--- config.mk ---
export PLATFORM = sky130hd
export DESIGN_NAME = debounce_multi
export DESIGN_NICKNAME = d
export VERILOG_FILES = /design/src/rtl/debounce_multi.sv
export SDC_FILE = /design/constraint.sdc
export NUM_CORES = 1
export LEC_CHECK = 0
export CORE_ASPECT_RATIO = 0.9
export CORE_MARGIN = 3
export CORE_UTILIZATION = 58
export CTS_CLUSTER_SIZE = 20
export DETAILED_ROUTE_END_ITERATION = 8
export DONT_BUFFER_PORTS = 1
export PLACE_DENSITY = 0.8
export SLEW_MARGIN = 30
export SYNTH_ARGS = -nofsm -noshare
export SYNTH_HDL_FRONTEND = slang
export SYNTH_SLANG_ARGS = --single-unit
--- constraint.sdc ---
create_clock -name clk -period 2.3 [get_ports clk]
set_clock_uncertainty 0.15 [all_clocks]
set_input_delay 0.23 -clock clk [delete_from_list [all_inputs] [get_ports clk]]
set_output_delay 0.23 -clock clk [all_outputs]
set_load 0.1 [all_outputs]
--- src/rtl/debounce_multi.sv ---
// ============================================================================
// debounce_multi
//
// Multi-channel switch debouncer. Every channel is fully independent:
//   raw sw bit -> 2-flop synchronizer -> 4-state debounce FSM with an N-bit
//   stability down-counter -> registered level / edge ticks, plus a
//   saturating "held" counter that produces a single long-press tick.
//
// Parameters
//   CH    number of switch channels (1..32)
//   N     stability counter width; a new level must be seen for 2^N+1
//         consecutive synchronized samples before it is accepted
//   LONG  clocks db_level must remain high before long_tick fires (>= 1)
//
// Ports
//   clk           system clock, rising-edge active
//   reset_n       asynchronous active-low reset
//   sw[CH]        raw asynchronous switch inputs
//   db_level[CH]  debounced level
//   press_tick    one-clock pulse on each debounced 0->1 transition
//   release_tick  one-clock pulse on each debounced 1->0 transition
//   long_tick     one-clock pulse once a press has been held LONG clocks
//   any_press     OR of press_tick, registered in the same cycle
// ============================================================================
module debounce_multi #(
    parameter int CH   = 4,
    parameter int N    = 21,
    parameter int LONG = 50000000
) (
    input  logic          clk,
    input  logic          reset_n,
    input  logic [CH-1:0] sw,
    output logic [CH-1:0] db_level,
    output logic [CH-1:0] press_tick,
    output logic [CH-1:0] release_tick,
    output logic [CH-1:0] long_tick,
    output logic          any_press
);

    // Long counter must be able to hold the value LONG itself.
    localparam int LW = $clog2(LONG + 1);
    localparam logic [LW-1:0] LONG_V = LW'(LONG);

    // One-hot encoding: the unused encodings give a well-defined illegal
    // space that recovers to ZERO without emitting any tick.
    typedef enum logic [3:0] {
        ZERO  = 4'b0001,
        WAIT1 = 4'b0010,
        ONE   = 4'b0100,
        WAIT0 = 4'b1000
    } state_t;

    // ------------------------------------------------------------------
    // Two-flop synchronizer, all channels in parallel
    // ------------------------------------------------------------------
    logic [CH-1:0] sync1_reg;
    logic [CH-1:0] sync2_reg;

    always_ff @(posedge clk or negedge reset_n) begin
        if (!reset_n) begin
            sync1_reg <= '0;
            sync2_reg <= '0;
        end else begin
            sync1_reg <= sw;
            sync2_reg <= sync1_reg;
        end
    end

    // Per-channel next-cycle press ticks, gathered so any_press can be
    // registered on the same edge as the individual press_tick bits.
    logic [CH-1:0] press_next_vec;

    // ------------------------------------------------------------------
    // Per-channel debounce FSM, stability counter and long-press logic
    // ------------------------------------------------------------------
    genvar gi;
    generate
        for (gi = 0; gi < CH; gi++) begin : g_ch
            state_t        state_reg, state_next;
            logic [N-1:0]  q_reg, q_next;
            logic [LW-1:0] long_reg, long_next;
            logic          fired_reg, fired_next;
            logic          db_level_reg, db_level_next;
            logic          press_reg, press_next;
            logic          release_reg, release_next;
            logic          long_tick_reg, long_tick_next;
            logic          sw_s;
            logic          in_hold;

            assign sw_s = sync2_reg[gi];

            // Debounced level is 1 exactly in ONE and WAIT0.
            assign in_hold = (state_reg == ONE) || (state_reg == WAIT0);

            // Debounce FSM next-state and tick decode
            always_comb begin
                state_next   = state_reg;
                q_next       = q_reg;
                press_next   = 1'b0;
                release_next = 1'b0;
                case (state_reg)
                    ZERO: begin
                        if (sw_s) begin
                            state_next = WAIT1;
                            q_next     = '1;
                        end
                    end
                    WAIT1: begin
                        if (!sw_s) begin
                            state_next = ZERO;
                        end else if (q_reg != '0) begin
                            q_next = q_reg - N'(1);
                        end else begin
                            state_next = ONE;
                            press_next = 1'b1;
                        end
                    end
                    ONE: begin
                        if (!sw_s) begin
                            state_next = WAIT0;
                            q_next     = '1;
                        end
                    end
                    WAIT0: begin
                        if (sw_s) begin
                            state_next = ONE;
                        end else if (q_reg != '0) begin
                            q_next = q_reg - N'(1);
                        end else begin
                            state_next   = ZERO;
                            release_next = 1'b1;
                        end
                    end
                    default: begin
                        state_next = ZERO;
                        q_next     = '0;
                    end
                endcase
            end

            // Registered level follows the state being entered, so it
            // changes on the same edge as the press/release tick.
            always_comb begin
                db_level_next = (state_next == ONE) || (state_next == WAIT0);
            end

            // Long-press counter: counts clocks spent at debounced level 1,
            // saturating at LONG. fired_reg remembers that this press has
            // already produced its long_tick, so a bounce through WAIT0
            // back to ONE cannot fire a second one. Both clear as soon as
            // the channel is at debounced level 0 (or in an illegal state).
            always_comb begin
                long_next      = '0;
                fired_next     = 1'b0;
                long_tick_next = 1'b0;
                if (in_hold) begin
                    long_tick_next = (long_reg == LONG_V) && !fired_reg;
                    fired_next     = fired_reg | long_tick_next;
                    long_next      = (long_reg == LONG_V) ? long_reg
                                                          : long_reg + LW'(1);
                end
            end

            always_ff @(posedge clk or negedge reset_n) begin
                if (!reset_n) begin
                    state_reg     <= ZERO;
                    q_reg         <= '0;
                    long_reg      <= '0;
                    fired_reg     <= 1'b0;
                    db_level_reg  <= 1'b0;
                    press_reg     <= 1'b0;
                    release_reg   <= 1'b0;
                    long_tick_reg <= 1'b0;
                end else begin
                    state_reg     <= state_next;
                    q_reg         <= q_next;
                    long_reg      <= long_next;
                    fired_reg     <= fired_next;
                    db_level_reg  <= db_level_next;
                    press_reg     <= press_next;
                    release_reg   <= release_next;
                    long_tick_reg <= long_tick_next;
                end
            end

            assign press_next_vec[gi] = press_next;
            assign db_level[gi]       = db_level_reg;
            assign press_tick[gi]     = press_reg;
            assign release_tick[gi]   = release_reg;
            assign long_tick[gi]      = long_tick_reg;
        end
    endgenerate

    // ------------------------------------------------------------------
    // Aggregate press indication, aligned with press_tick
    // ------------------------------------------------------------------
    logic any_press_reg;

    always_ff @(posedge clk or negedge reset_n) begin
        if (!reset_n) begin
            any_press_reg <= 1'b0;
        end else begin
            any_press_reg <= |press_next_vec;
        end
    end

    assign any_press = any_press_reg;

endmodule

Word level (Yosys, flattened, before mapping) --
Index checks and enable logic that the tools add are counted.
Operators by class: add/subtract/negate cells 8, equality and inequality tests 48, mux-type cells 88, bitwise logic cells 4, reductions and logical operators 25
Operator list (count):
- $mux 21 | 20
- $pmux 21 s4 | 4
- $mux 26 | 8
- $add 26x1->26 const B | 4
- $eq 26x26->1 const B | 4
- $mux 4 | 24
- $reduce_bool 21->1 | 4
- $sub 21x1->21 const B | 4
- $pmux 4 s4 | 4
- $ne 2x2->1 const B | 20
- $eq 4x3->1 const B | 8
- $eq 4x4->1 const B | 8
- $mux 1 | 28
- $eq 4x1->1 const B | 4
- $eq 4x2->1 const B | 4
- $reduce_and 4->1 | 4
- $logic_or 1x1->1 | 8
- $logic_and 1x1->1 | 4
- $logic_not 1->1 | 4
- $or 1x1->1 | 4
- $reduce_or 4->1 | 1
Storage, ports and cells: register bits 233, input port bits 6, output and inout bits 17, word-level logic and storage cells 208

Logic depth before layout (Yosys ltp) --
depth after elaboration 6, gate-level depth with buffers 10, mapped depth without buffers 8

Least setup slack after synthesis --
OpenSTA, ideal clock, no wires.
path type reg-to-reg, start point reg g_ch[2].q_reg[0], end point reg g_ch[2].db_level_reg, setup time 124 ps, data arrival time 2179 ps, data required time 2026 ps, setup slack -153 ps, stages on the path, launching flop included 9, buffers on the path 0, clock period less this slack 2453 ps, path through dfrtp_1 -> inv_1 -> ha_1 -> or4b_1 -> or4_1 -> or3_1 -> nand2_1 -> a2111oi_0 -> or2_1
Between the ends: longest elaborated chain between the ends 6, elaborated cells on any way between the ends 9, classes of those cells 2 x eq/ne; 5 x mux; 2 x reduce/logical
Ends and longest elaborated chain:
- from (decl) | line 80 | logic [N-1:0] q_reg, q_next;
- from (signal assigned) | line 176 | q_reg <= q_next;
- $reduce_bool 21->1 * | line 111, 127
- $mux 4, on equally long branches | line 127, 111
- $mux 4, on equally long branches | line 125, 109
- $pmux 4 s4 * | line 101 | case (state_reg)
- named net g_ch[2].state_next[3] | line 79 | state_t state_reg, state_next;
- $eq 4x3->1 or $eq 4x4->1 (tied branches) | line 144 | db_level_next = (state_next == ONE) || (state_next == WAIT0);
- $logic_or 1x1->1 * | line 144
- named net g_ch[2].db_level_next | line 83 | logic db_level_reg, db_level_next;
- to (signal assigned) | line 179 | db_level_reg <= db_level_next;
- to (decl) | line 83
The timed path passes the listed nets; every way through them passes the cells marked *. A chain may end at the register's enable or synchronous reset.

Worst setup path after layout --
start point reg g_ch[2].q_reg[0], end point reg g_ch[2].q_reg[20]
Between the ends: longest elaborated chain between the ends 4, elaborated cells on any way between the ends 6, classes of those cells 1 x add/sub; 4 x mux; 1 x reduce/logical
Ends and longest elaborated chain (line):
- $sub 21x1->21 or $reduce_bool 21->1 (tied branches)
- $mux 21 * | 111, 127
- $mux 21, on equally long branches | 125, 109
- $pmux 21 s4 * | 101
Mark *: on every way between the ends. The rest lies on a longest branch, timed or not. The select of a mux whose other input is x is not followed.

==> metrics.md <==
| Metric | Value |
|---|---|
| Worst slack, placed | `-199.5 ps` |
| Die W | `160.7 um` |
| Slew margin rel. | `58.11%` |
| Distinct cell type count after synthesis | `73` |
| Routed WL | `between 30000 and 40000 um` |
| Router iterations before antenna repair | `5` |
| WP data arrival | `2930 ps` |
| Area share of the leading cell type in the synthesized netlist | `45.89%` |
| MaxCap Viol Count | `0` |
| Fill cells | `1454` |
| Clk Latency, worst-skew pair | `530 ps` |
| Max Slew Vio Count | `0` |
| First DRT Iteration DRCs | `870` |
| Setup ws final | `-331.6 ps` |
| Final Hold Violating Endpoints | `~230` |
| Wire length on met2 | `14920 um` |
| Hold Buf Count CTS | `4` |
| Power Density | `807.5 nW/um2` |
| FF/Latch Area | `5839 um2` |
| Fmax | `380.0 MHz` |
| # nets final | `around 1500` |
| Crit start category | `register` |
| Critical path data required time | `2600 ps` |
| Worst reg2reg setup slack | `-330 ps` |
| Root Driver | `clkbuf_16` |
| Worst r2r src | `g_ch[2].q_reg[0]` |
| Largest net degree at the start of global routing | `234` |
| Leading cell type in the layout, fill and taps excluded | `dfrtp_1` |
| Post-Syn Instances | `1392` |
| Routed wl met3 | `1462 um` |
| Layout area overhead | `22.16%` |
| Setup TNS | `-7108 ps` |
| Peak VDD IR | `between 0.6 and 0.7 mV` |
| Design Area, Final | `15250 um2` |
| Placed Area | `between 10000 and 15000 um2` |
| Share of cells above drive strength 1 | `a little over a fifth` |
| Clock-pin slew on the worst setup and hold paths | `60 ps` |
| First-pass GRT wire length | `approximately 47000 um` |
| Syn nets | `1413` |
| Die area | `23330 um2` |
| Multi-input logic area | `6578 um2` |
| H-tree depth | `1` |
| Leakage | `6.470 nW` |
| Tmin final | `2632 ps` |
| Initial antenna violation count | `0` |
| TritonCTS Sinks | `233` |
| Area contributors post-synth | `dfrtp_1 (46%), nor2_1 (5.3%), o21ai_0 (4.6%), xor2_1 (4.0%), a21oi_1 (3.7%)` |
| RSZ-0062 raised after global routing | `yes` |
| EDFF count, synth | `0` |
| Asr flop ratio synth | `100.0%` |
| Synth Warn # | `0` |
| Worst-Margin Slew | `621.8 ps` |
| Hold_ws | `-743.6 ps` |
| Site row count | `50` |
| Overflow after GRT | `0` |
| Final setup fails | `36` |
| Min-delay worst type | `in -> async` |
| Most frequent cells in the layout | `dfrtp_1 (226), nor2_1 (176), buf_4 (144)` |
| Antenna viol nets, final | `0` |
| Detailed Place HPWL | `17960 um` |
| # DRC | `0` |
| Syn avg cell area | `8.971 um2` |
| CTS max path bufs | `3` |
| Vias after detailed routing | `10950` |
| Final GP Congestion | `0.8902` |
| Vias in the first global route | `10200` |
| R2R depth | `11` |
| Crit end category | `register` |
| TritonCTS clock tree | `built` |
| Core area | `20960 um2` |
| Post-synthesis sequential area ratio | `46.73%` |
| TritonCTS buffer count | `25` |
| IO Count | `23` |
| Drt via density | `6.047` |
| # diodes | `0` |
| DR top layer | `met4` |
| Worst r2r dst | `g_ch[2].q_reg[20]` |
| Yosys top cell by area | `dfrtp_1` |
| Synth Register Bits | `approximately 230` |
| WL/cell | `16.78 um` |
| Port Buffers | `0` |
| Status | `finished with violations` |
| Most used flip-flop cell after synthesis | `dfrtp_1` |
| Die height | `around 150 um` |
| CP Class | `reg -> reg` |
| Final period util | `114.4%` |
| Failing checks | `negative hold slack, negative setup slack` |
| Max FO, Critical Path | `7` |
| Wire length on met1 | `13290 um` |
| GRT Total Usage | `23.39%` |
| Max reg flops | `104` |
| Initial core utilization | `59.58%` |
| Post-synthesis cell area | `12490 um2` |
[worst max path at each step]
stage	slack [ps]	startpoint	to
6_report	-330	g_ch[2].q_reg[0]	g_ch[2].q_reg[20]
5_1_grt	-440	g_ch[2].q_reg[0]	g_ch[2].q_reg[18]
4_1_cts	-200	g_ch[2].q_reg[0]	g_ch[2].db_level_reg
3_5_place_dp	-200	g_ch[2].q_reg[1]	g_ch[2].db_level_reg
3_3_place_gp	-130	g_ch[2].q_reg[0]	g_ch[2].db_level_reg
2_1_floorplan	-90	g_ch[2].q_reg[0]	g_ch[2].db_level_reg
[through the flow]
| stage | hold WS (ps) | power (mW) | instances | util [%] |
|---|---|---|---|---|
| floorplan | -215.6 | 6.697 | 1392 | - |
| global placement | -205.0 | 7.524 | 1736 | 64.78 |
| detailed placement | -205.1 | 7.648 | 1736 | 64.78 |
| CTS | -759.5 | 11.74 | 1786 | 69.16 |
| global route | -766.6 | 12.88 | 1810 | 72.79 |
| finish | -743.6 | 12.32 | 1810 | 72.79 |
[where the power goes]
part           total, mW  internal [mW]  leakage (nW)  switching (mW)
combinational       3.02           1.45          2.99            1.57
clock               4.04           2.41         0.410            1.62
sequential          5.26           4.62          3.07           0.642
total               12.3           8.48          6.47            3.84
[worst max-delay path: stages (launching register included)]
cell and delay (ps):
dfrtp_1 400, inv_2 110, ha_4 150, or4b_4 450, buf_4 150, nor4b_4 290
nand4_1 160, nand3_2 170, buf_6 180, clkbuf_16 150, o21ai_0 90, o21ai_0 90
[routing by layer]
layer | global-route usage, % | up-vias
li1 | - | 5203
met1 | 33.10 | 5304
met2 | 38.37 | 367
met3 | 2.741 | 71
met4 | 6.464 | 0
met5 | 0 | -
[synth_stat cells (10+ instances only)]
master / count
nor4b_1: 13
nor2_1: 177
a22o_1: 12
a21o_1: 10
a21oi_1: 93
nor3_1: 44
buf_2: 14
nor4_1: 28
nor3b_1: 10
nand2b_1: 19
buf_4: 17
or3_1: 38
nand3_1: 69
xnor2_1: 32
and3_1: 17
o21ai_0: 115
and2_1: 10
nand4_1: 30
nor2b_1: 12
or4_1: 11
a211o_1: 10
inv_1: 43
clkbuf_1: 47
o311ai_0: 10
nand2_1: 85
dfrtp_1: 229
a31oi_1: 17
xor2_1: 57
ha_1: 15
[logic make-up (layout without fill, tap and decap cells)]
group	after synthesis	count (layout)	share of synthesized area [%]
AO/OA/AOI/OAI	322	322	15.49
XOR/XNOR	89	89	6.243
adder cells (fa/ha/maj)	15	15	1.503
buffers and inverters	125	257	4.469
flip-flops	233	233	46.73
multiplexers	4	4	0.3207
AND/OR/NAND/NOR	604	604	25.24
[area by class of cell]
cell class                 instances  area share, %
multi-input combinational       1034          43.12
tap                              286          2.346
clock buffer                      36          4.765
timing repair buffer             170          9.793
inverter                          43          1.058
clock inverter                     8         0.6398
sequential                       233          38.28
[what timing repair did]
item,4_1_cts,5_1_grt
pin swaps,2,43
setup buffers,2,16
endpoints found under the hold margin,237,233
gates resized for setup,10,138
cloned,0,8
endpoints found under the setup margin,41,98
(Power assumes the default switching activity.)
